[src/rtl/hazard_controller_pkg.sv]
// Shared types and constants for the pipeline hazard controller.
package hazard_controller_pkg;

    // Sequencer state: normal flow, or waiting for an outstanding cache access.
    typedef enum logic {
        RUN      = 1'b0,
        MEM_WAIT = 1'b1
    } state_t;

    // Operand source selects for the execute stage.
    localparam logic [1:0] FWD_RF  = 2'b00;
    localparam logic [1:0] FWD_WB  = 2'b01;
    localparam logic [1:0] FWD_MEM = 2'b10;

    // The memory stage holds the younger result, so it beats writeback.
    function automatic logic [1:0] fwd_pick(input logic mem_hit, input logic wb_hit);
        logic [1:0] sel;
        sel = FWD_RF;
        if (mem_hit) begin
            sel = FWD_MEM;
        end else if (wb_hit) begin
            sel = FWD_WB;
        end
        return sel;
    endfunction

endpackage

[src/rtl/hazard_controller_forward_unit.sv]
// Operand forwarding selects for both execute-stage source registers.
module forward_unit
    import hazard_controller_pkg::*;
#(
    parameter int REG_ADDR_W = 5
) (
    input  logic [REG_ADDR_W-1:0] rs1_addr_exec,
    input  logic [REG_ADDR_W-1:0] rs2_addr_exec,
    input  logic [REG_ADDR_W-1:0] rd_addr_mem,
    input  logic                  reg_we_mem,
    input  logic [REG_ADDR_W-1:0] rd_addr_wb,
    input  logic                  reg_we_wb,
    output logic [1:0]            fwd_rs1_sel,
    output logic [1:0]            fwd_rs2_sel
);

    logic [REG_ADDR_W-1:0] src_addr [2];
    logic [1:0]            src_sel  [2];
    logic                  mem_valid;
    logic                  wb_valid;

    // x0 is hard-wired to zero, so a write to it never produces a forwardable value.
    assign mem_valid = reg_we_mem && (rd_addr_mem != '0);
    assign wb_valid  = reg_we_wb  && (rd_addr_wb  != '0);

    assign src_addr[0] = rs1_addr_exec;
    assign src_addr[1] = rs2_addr_exec;

    // Identical comparison logic for each source operand.
    generate
        for (genvar gi = 0; gi < 2; gi++) begin : g_src
            logic mem_hit;
            logic wb_hit;
            assign mem_hit     = mem_valid && (rd_addr_mem == src_addr[gi]);
            assign wb_hit      = wb_valid  && (rd_addr_wb  == src_addr[gi]);
            assign src_sel[gi] = fwd_pick(mem_hit, wb_hit);
        end
    endgenerate

    assign fwd_rs1_sel = src_sel[0];
    assign fwd_rs2_sel = src_sel[1];

endmodule

[src/rtl/hazard_controller.sv]
// Pipeline sequencer: memory-wait FSM, stall/flush generation, forwarding
// selects and saturating stall/flush performance counters.
module hazard_controller
    import hazard_controller_pkg::*;
#(
    parameter int REG_ADDR_W = 5,
    parameter int CNT_WIDTH  = 32
) (
    input  logic                  i_clk,
    input  logic                  i_arst,
    input  logic [REG_ADDR_W-1:0] i_rs1_addr_dec,
    input  logic [REG_ADDR_W-1:0] i_rs2_addr_dec,
    input  logic [REG_ADDR_W-1:0] i_rs1_addr_exec,
    input  logic [REG_ADDR_W-1:0] i_rs2_addr_exec,
    input  logic [REG_ADDR_W-1:0] i_rd_addr_exec,
    input  logic                  i_reg_we_exec,
    input  logic                  i_load_instr_exec,
    input  logic                  i_pc_redirect_exec,
    input  logic [REG_ADDR_W-1:0] i_rd_addr_mem,
    input  logic                  i_reg_we_mem,
    input  logic                  i_mem_access_mem,
    input  logic                  i_mem_ready,
    input  logic [REG_ADDR_W-1:0] i_rd_addr_wb,
    input  logic                  i_reg_we_wb,
    output logic                  o_stall_fetch,
    output logic                  o_stall_dec,
    output logic                  o_flush_dec,
    output logic                  o_stall_exec,
    output logic                  o_flush_exec,
    output logic                  o_stall_mem,
    output logic [1:0]            o_fwd_rs1_sel,
    output logic [1:0]            o_fwd_rs2_sel,
    output logic                  o_busy,
    output logic [CNT_WIDTH-1:0]  o_stall_cycles,
    output logic [CNT_WIDTH-1:0]  o_flush_count
);

    state_t                state_reg;
    state_t                state_next;
    logic [CNT_WIDTH-1:0]  stall_cycles_reg;
    logic [CNT_WIDTH-1:0]  flush_count_reg;

    logic                  mem_stall;
    logic                  load_use;
    logic                  redirect_flush;
    logic [1:0]            fwd_rs1_raw;
    logic [1:0]            fwd_rs2_raw;

    // Forwarding is purely a function of the exec/mem/wb register addresses.
    forward_unit #(
        .REG_ADDR_W (REG_ADDR_W)
    ) u_forward_unit (
        .rs1_addr_exec (i_rs1_addr_exec),
        .rs2_addr_exec (i_rs2_addr_exec),
        .rd_addr_mem   (i_rd_addr_mem),
        .reg_we_mem    (i_reg_we_mem),
        .rd_addr_wb    (i_rd_addr_wb),
        .reg_we_wb     (i_reg_we_wb),
        .fwd_rs1_sel   (fwd_rs1_raw),
        .fwd_rs2_sel   (fwd_rs2_raw)
    );

    // A cache miss stalls from its first cycle; i_mem_ready releases with no extra latency.
    assign mem_stall = !i_mem_ready &&
                       ((state_reg == MEM_WAIT) || i_mem_access_mem);

    // Load result is not available until memory, so a dependent decode must wait one cycle.
    assign load_use = i_load_instr_exec && i_reg_we_exec && (i_rd_addr_exec != '0) &&
                      ((i_rd_addr_exec == i_rs1_addr_dec) ||
                       (i_rd_addr_exec == i_rs2_addr_dec));

    // Priority: reset, memory stall, redirect, load-use.
    always_comb begin
        state_next     = mem_stall ? MEM_WAIT : RUN;
        o_stall_fetch  = 1'b0;
        o_stall_dec    = 1'b0;
        o_stall_exec   = 1'b0;
        o_stall_mem    = 1'b0;
        o_flush_dec    = 1'b0;
        o_flush_exec   = 1'b0;
        o_fwd_rs1_sel  = FWD_RF;
        o_fwd_rs2_sel  = FWD_RF;
        o_busy         = 1'b0;
        redirect_flush = 1'b0;
        if (i_arst) begin
            state_next   = RUN;
            o_flush_dec  = 1'b1;
            o_flush_exec = 1'b1;
        end else begin
            o_fwd_rs1_sel = fwd_rs1_raw;
            o_fwd_rs2_sel = fwd_rs2_raw;
            o_busy        = (state_reg == MEM_WAIT);
            if (mem_stall) begin
                // Whole pipe frozen; pending redirect/load-use stays in the exec register.
                o_stall_fetch = 1'b1;
                o_stall_dec   = 1'b1;
                o_stall_exec  = 1'b1;
                o_stall_mem   = 1'b1;
            end else if (i_pc_redirect_exec) begin
                // Squashes the dependent instruction, so load-use is moot.
                o_flush_dec    = 1'b1;
                o_flush_exec   = 1'b1;
                redirect_flush = 1'b1;
            end else if (load_use) begin
                o_stall_fetch = 1'b1;
                o_stall_dec   = 1'b1;
                o_flush_exec  = 1'b1;
            end
        end
    end

    // State register.
    always_ff @(posedge i_clk) begin
        if (i_arst) begin
            state_reg <= RUN;
        end else begin
            state_reg <= state_next;
        end
    end

    // Saturating performance counters.
    always_ff @(posedge i_clk) begin
        if (i_arst) begin
            stall_cycles_reg <= '0;
            flush_count_reg  <= '0;
        end else begin
            if (o_stall_dec && (stall_cycles_reg != '1)) begin
                stall_cycles_reg <= stall_cycles_reg + 1'b1;
            end
            if (redirect_flush && (flush_count_reg != '1)) begin
                flush_count_reg <= flush_count_reg + 1'b1;
            end
        end
    end

    assign o_stall_cycles = stall_cycles_reg;
    assign o_flush_count  = flush_count_reg;

endmodule

[config.mk]
export PLATFORM = sky130hd
export DESIGN_NAME = hazard_controller
export DESIGN_NICKNAME = d
export VERILOG_FILES = /design/src/rtl/hazard_controller_pkg.sv /design/src/rtl/hazard_controller_forward_unit.sv /design/src/rtl/hazard_controller.sv
export SDC_FILE = /design/constraint.sdc
export NUM_CORES = 1
export LEC_CHECK = 0
export CAP_MARGIN = 20
export CELL_PAD_IN_SITES_DETAIL_PLACEMENT = 1
export CELL_PAD_IN_SITES_GLOBAL_PLACEMENT = 2
export CORE_MARGIN = 2
export CORE_UTILIZATION = 28
export DETAILED_ROUTE_END_ITERATION = 10
export PLACE_DENSITY_LB_ADDON = 0.12
export SYNTH_ARGS = -nofsm -noshare
export SYNTH_HDL_FRONTEND = slang
export SYNTH_SLANG_ARGS = --single-unit
export TNS_END_PERCENT = 10
[constraint.sdc]
create_clock -name i_clk -period 3.74 [get_ports i_clk]
set_input_delay 0.748 -clock i_clk [delete_from_list [all_inputs] [get_ports i_clk]]
set_output_delay 0.748 -clock i_clk [all_outputs]
set_load 0.02 [all_outputs]
==> impl_metrics.json <==
{
  "drv_slew": 0,
  "start_kind": "input port",
  "rr_startpoint": "o_stall_cycles[0]",
  "max_cap_viol_count": 0,
  "grt_pass1_vias": 3561,
  "clk_pin_slew_ps": 50,
  "synth_async_sr_flop_share": 0,
  "required_ps": 2990,
  "dp.cells": 714,
  "cp.arrival_ps": 2870,
  "power_mw": 1.69,
  "yosysSeqAreaShare": 0.366,
  "critPathTopFamily": "buffers and inverters",
  "design_area_sq_um": 5230,
  "p_per_area_nw_per_um2": 323,
  "drt_pass1_iterations": 4,
  "endpoint_kind": "output pin",
  "place_congestion": 0.787,
  "ys_ff_latch": 65,
  "fin_skew_ps": 7.14,
  "slew_headroom": 0.282,
  "path_cells": "clkdlybuf4s50_1 > or3_1 > o311a_1 > a31o_2 > clkdlybuf4s50_1",
  "rows": 41,
  "chipWidth_microns": 117,
  "worst-path-buf-inv": 2,
  "cts-root-buf": "clkbuf_16",
  "worstSetupEndpoint": "o_stall_fetch",
  "antenna_found_initial": 0,
  "io_pins": 119,
  "crit_start": "i_rd_addr_exec[0]",
  "fmaxAchievable_ghz": 0.276,
  "rsz0062_at_grt": "false",
  "cpMostUsedCell": "clkdlybuf4s50_1",
  "postRouteAntennaNets": 0,
  "status": "completed",
  "globalRouteTotalUtil": 0.166,
  "hp-class": "register to register",
  "yosys.area.top_type_share": 0.366,
  "grt_max_degree": 60,
  "final_cell_count_no_fill": 730,
  "cts_max_level": 3,
  "vias_per_cell": 4.69,
  "place_area_sq_um": 4930,
  "rr_endpoint": "o_stall_cycles[16]",
  "drt_iter0_drc": 102,
  "drc": 0,
  "synth_top_flop_cell": "dfxtp_1",
  "clockBufferDepth": 2,
  "finalSetupViolations": 0,
  "p_leak_nw": 1.84,
  "worstSetupPathDepth": 5,
  "slowest_delay_ps": 570,
  "synthToLayoutAreaGrowth_pct": 47.1,
  "slowest_stage": "clkdlybuf4s50_1",
  "synthDistinctLibCells": 44,
  "period_minus_slack_ps": 3620,
  "grt_first_pass_wirelength_microns": 17600,
  "design.core.area_sq_um": 12500,
  "yosysWarnings": 0,
  "avgSynthCellArea_sq_um": 8.28,
  "hold_ws_ps": 501,
  "r2r_cells": 8,
  "syn_inst": 429,
  "nets": 599,
  "worst_pin_slew_ps": 1080,
  "start_util": 0.284,
  "yosys-top-cells-area": "dfxtp_1 (37%), xor2_1 (14%), nor2_1 (7.8%)",
  "r2r_slack_ps": 900,
  "crit_type": "input port to output pin",
  "hold_viol_final": 0,
  "dpl.hpwl_microns": 8050,
  "setup_tns_ps": 0,
  "postCtsHoldBufs": 0,
  "vias": 3423,
  "syn_area_sq_um": 3550,
  "cts_tree": "done",
  "clk_latency_ps": 330,
  "io_buffers": 118,
  "cts_made_buffers": 9,
  "drive_above_1_share": 0.0753,
  "die_h_microns": 117,
  "post-place-ws_ps": -109,
  "wire_per_inst_microns": 14.8,
  "critPathMaxFanout": 8,
  "synth_top_cell_by_area": "dfxtp_1",
  "period_share": 0.969,
  "ir_worst_vdd_mv": 0.199,
  "routed_wl_microns": 10800,
  "syn-num-nets": 475,
  "antenna_cells": 0,
  "synth-edff-count": 0,
  "cts_num_sinks": 65,
  "fin_ws_ps": 117,
  "dieArea_sq_um": 13600,
  "final_core_util": 0.417,
  "grt.overflow.total": 0
}
==> final cells by class <==
| type | instances | area [sq um] |
|---|---|---|
| repair buffers | 130 | 1270 |
| clock inverters | 2 | 10.0 |
| fillers | 1534 | 7290 |
| clock buffers | 14 | 284 |
| inverters | 5 | 18.8 |
| multi-input cells | 342 | 2130 |
| flip-flops and latches | 65 | 1300 |
| well taps | 172 | 215 |
==> where the power goes <==
part / total, mW / switching [mW] / internal (mW) / leakage [nW]
logic: 0.168 / 0.0785 / 0.0894 / 1.17
registers: 0.702 / 0.00495 / 0.697 / 0.524
clock network: 0.820 / 0.301 / 0.519 / 0.149
==> layout by cell type (no fill, tap or decap), types with 5 or more instances in the layout <==
cell	instances
xor2_1	56
dfxtp_1	65
inv_1	5
nor2_1	74
nand3_1	43
nor4_1	6
a21oi_1	6
nand2_1	33
clkdlybuf4s50_1	115
clkbuf_16	9
nor3_1	11
xnor2_1	30
nor2b_1	5
nand4_1	18
and3_1	12
buf_4	12
==> logic make-up (layout without fill, tap and decap cells) <==
logic type                 after synthesis  in the layout  synth area share
xor gates and xnor gates                86             86             0.212
and+or+nand+nor                        232            232             0.335
buffers and inverters                   22            151            0.0345
adders and majority gates                2              2           0.00704
AOI/OAI and AO/OA                       20             20            0.0380
DFF                                     65             65             0.366
muxes                                    2              2           0.00704
==> Yosys cell counts, types with 3 or more instances <==
master and n:
nor3_1 11, nor2_1 74, or4_1 4, inv_1 5, nor2b_1 5, xor2_1 56, nand3_1 43, nor4_1 6
xnor2_1 30, and3_1 12, clkbuf_1 9, dfxtp_1 65, o21ai_0 5, nand4_1 18, and2_1 4, a21oi_1 6
buf_6 4, nand4b_1 3, or3_1 4, and4_1 3, nand2_1 33
==> timing repair <==
| action | CTS | global route |
|---|---|---|
| cloned | 0 | 0 |
| hold endpoints to repair | 0 | 0 |
| gates resized for setup | 2 | 1 |
| setup endpoints to repair | 2 | 1 |
| setup buffers | 0 | 0 |
==> how the worst min path moves through the flow <==
stage | startpoint | to | slack [ps] | cells after the start
after global placement | o_stall_cycles[1] | o_stall_cycles[1] | 480 | 2
after CTS | o_stall_cycles[1] | o_stall_cycles[1] | 500 | 2
final | o_stall_cycles[4] | o_stall_cycles[4] | 500 | 1
after floorplan | o_stall_cycles[4] | o_stall_cycles[4] | 550 | 1
after detailed placement | o_stall_cycles[1] | o_stall_cycles[1] | 490 | 2
after global routing | o_stall_cycles[1] | o_stall_cycles[1] | 560 | 2
==> routing by layer <==
layer  share of wire  vias up  GRT usage
li1                -     1705          -
met1            0.47     1630      0.210
met2            0.46       77      0.269
met3           0.063       11     0.0514
met4           0.012        0     0.0565
met5               0        -          0
No activity file was read; power rests on OpenSTA's default activity.
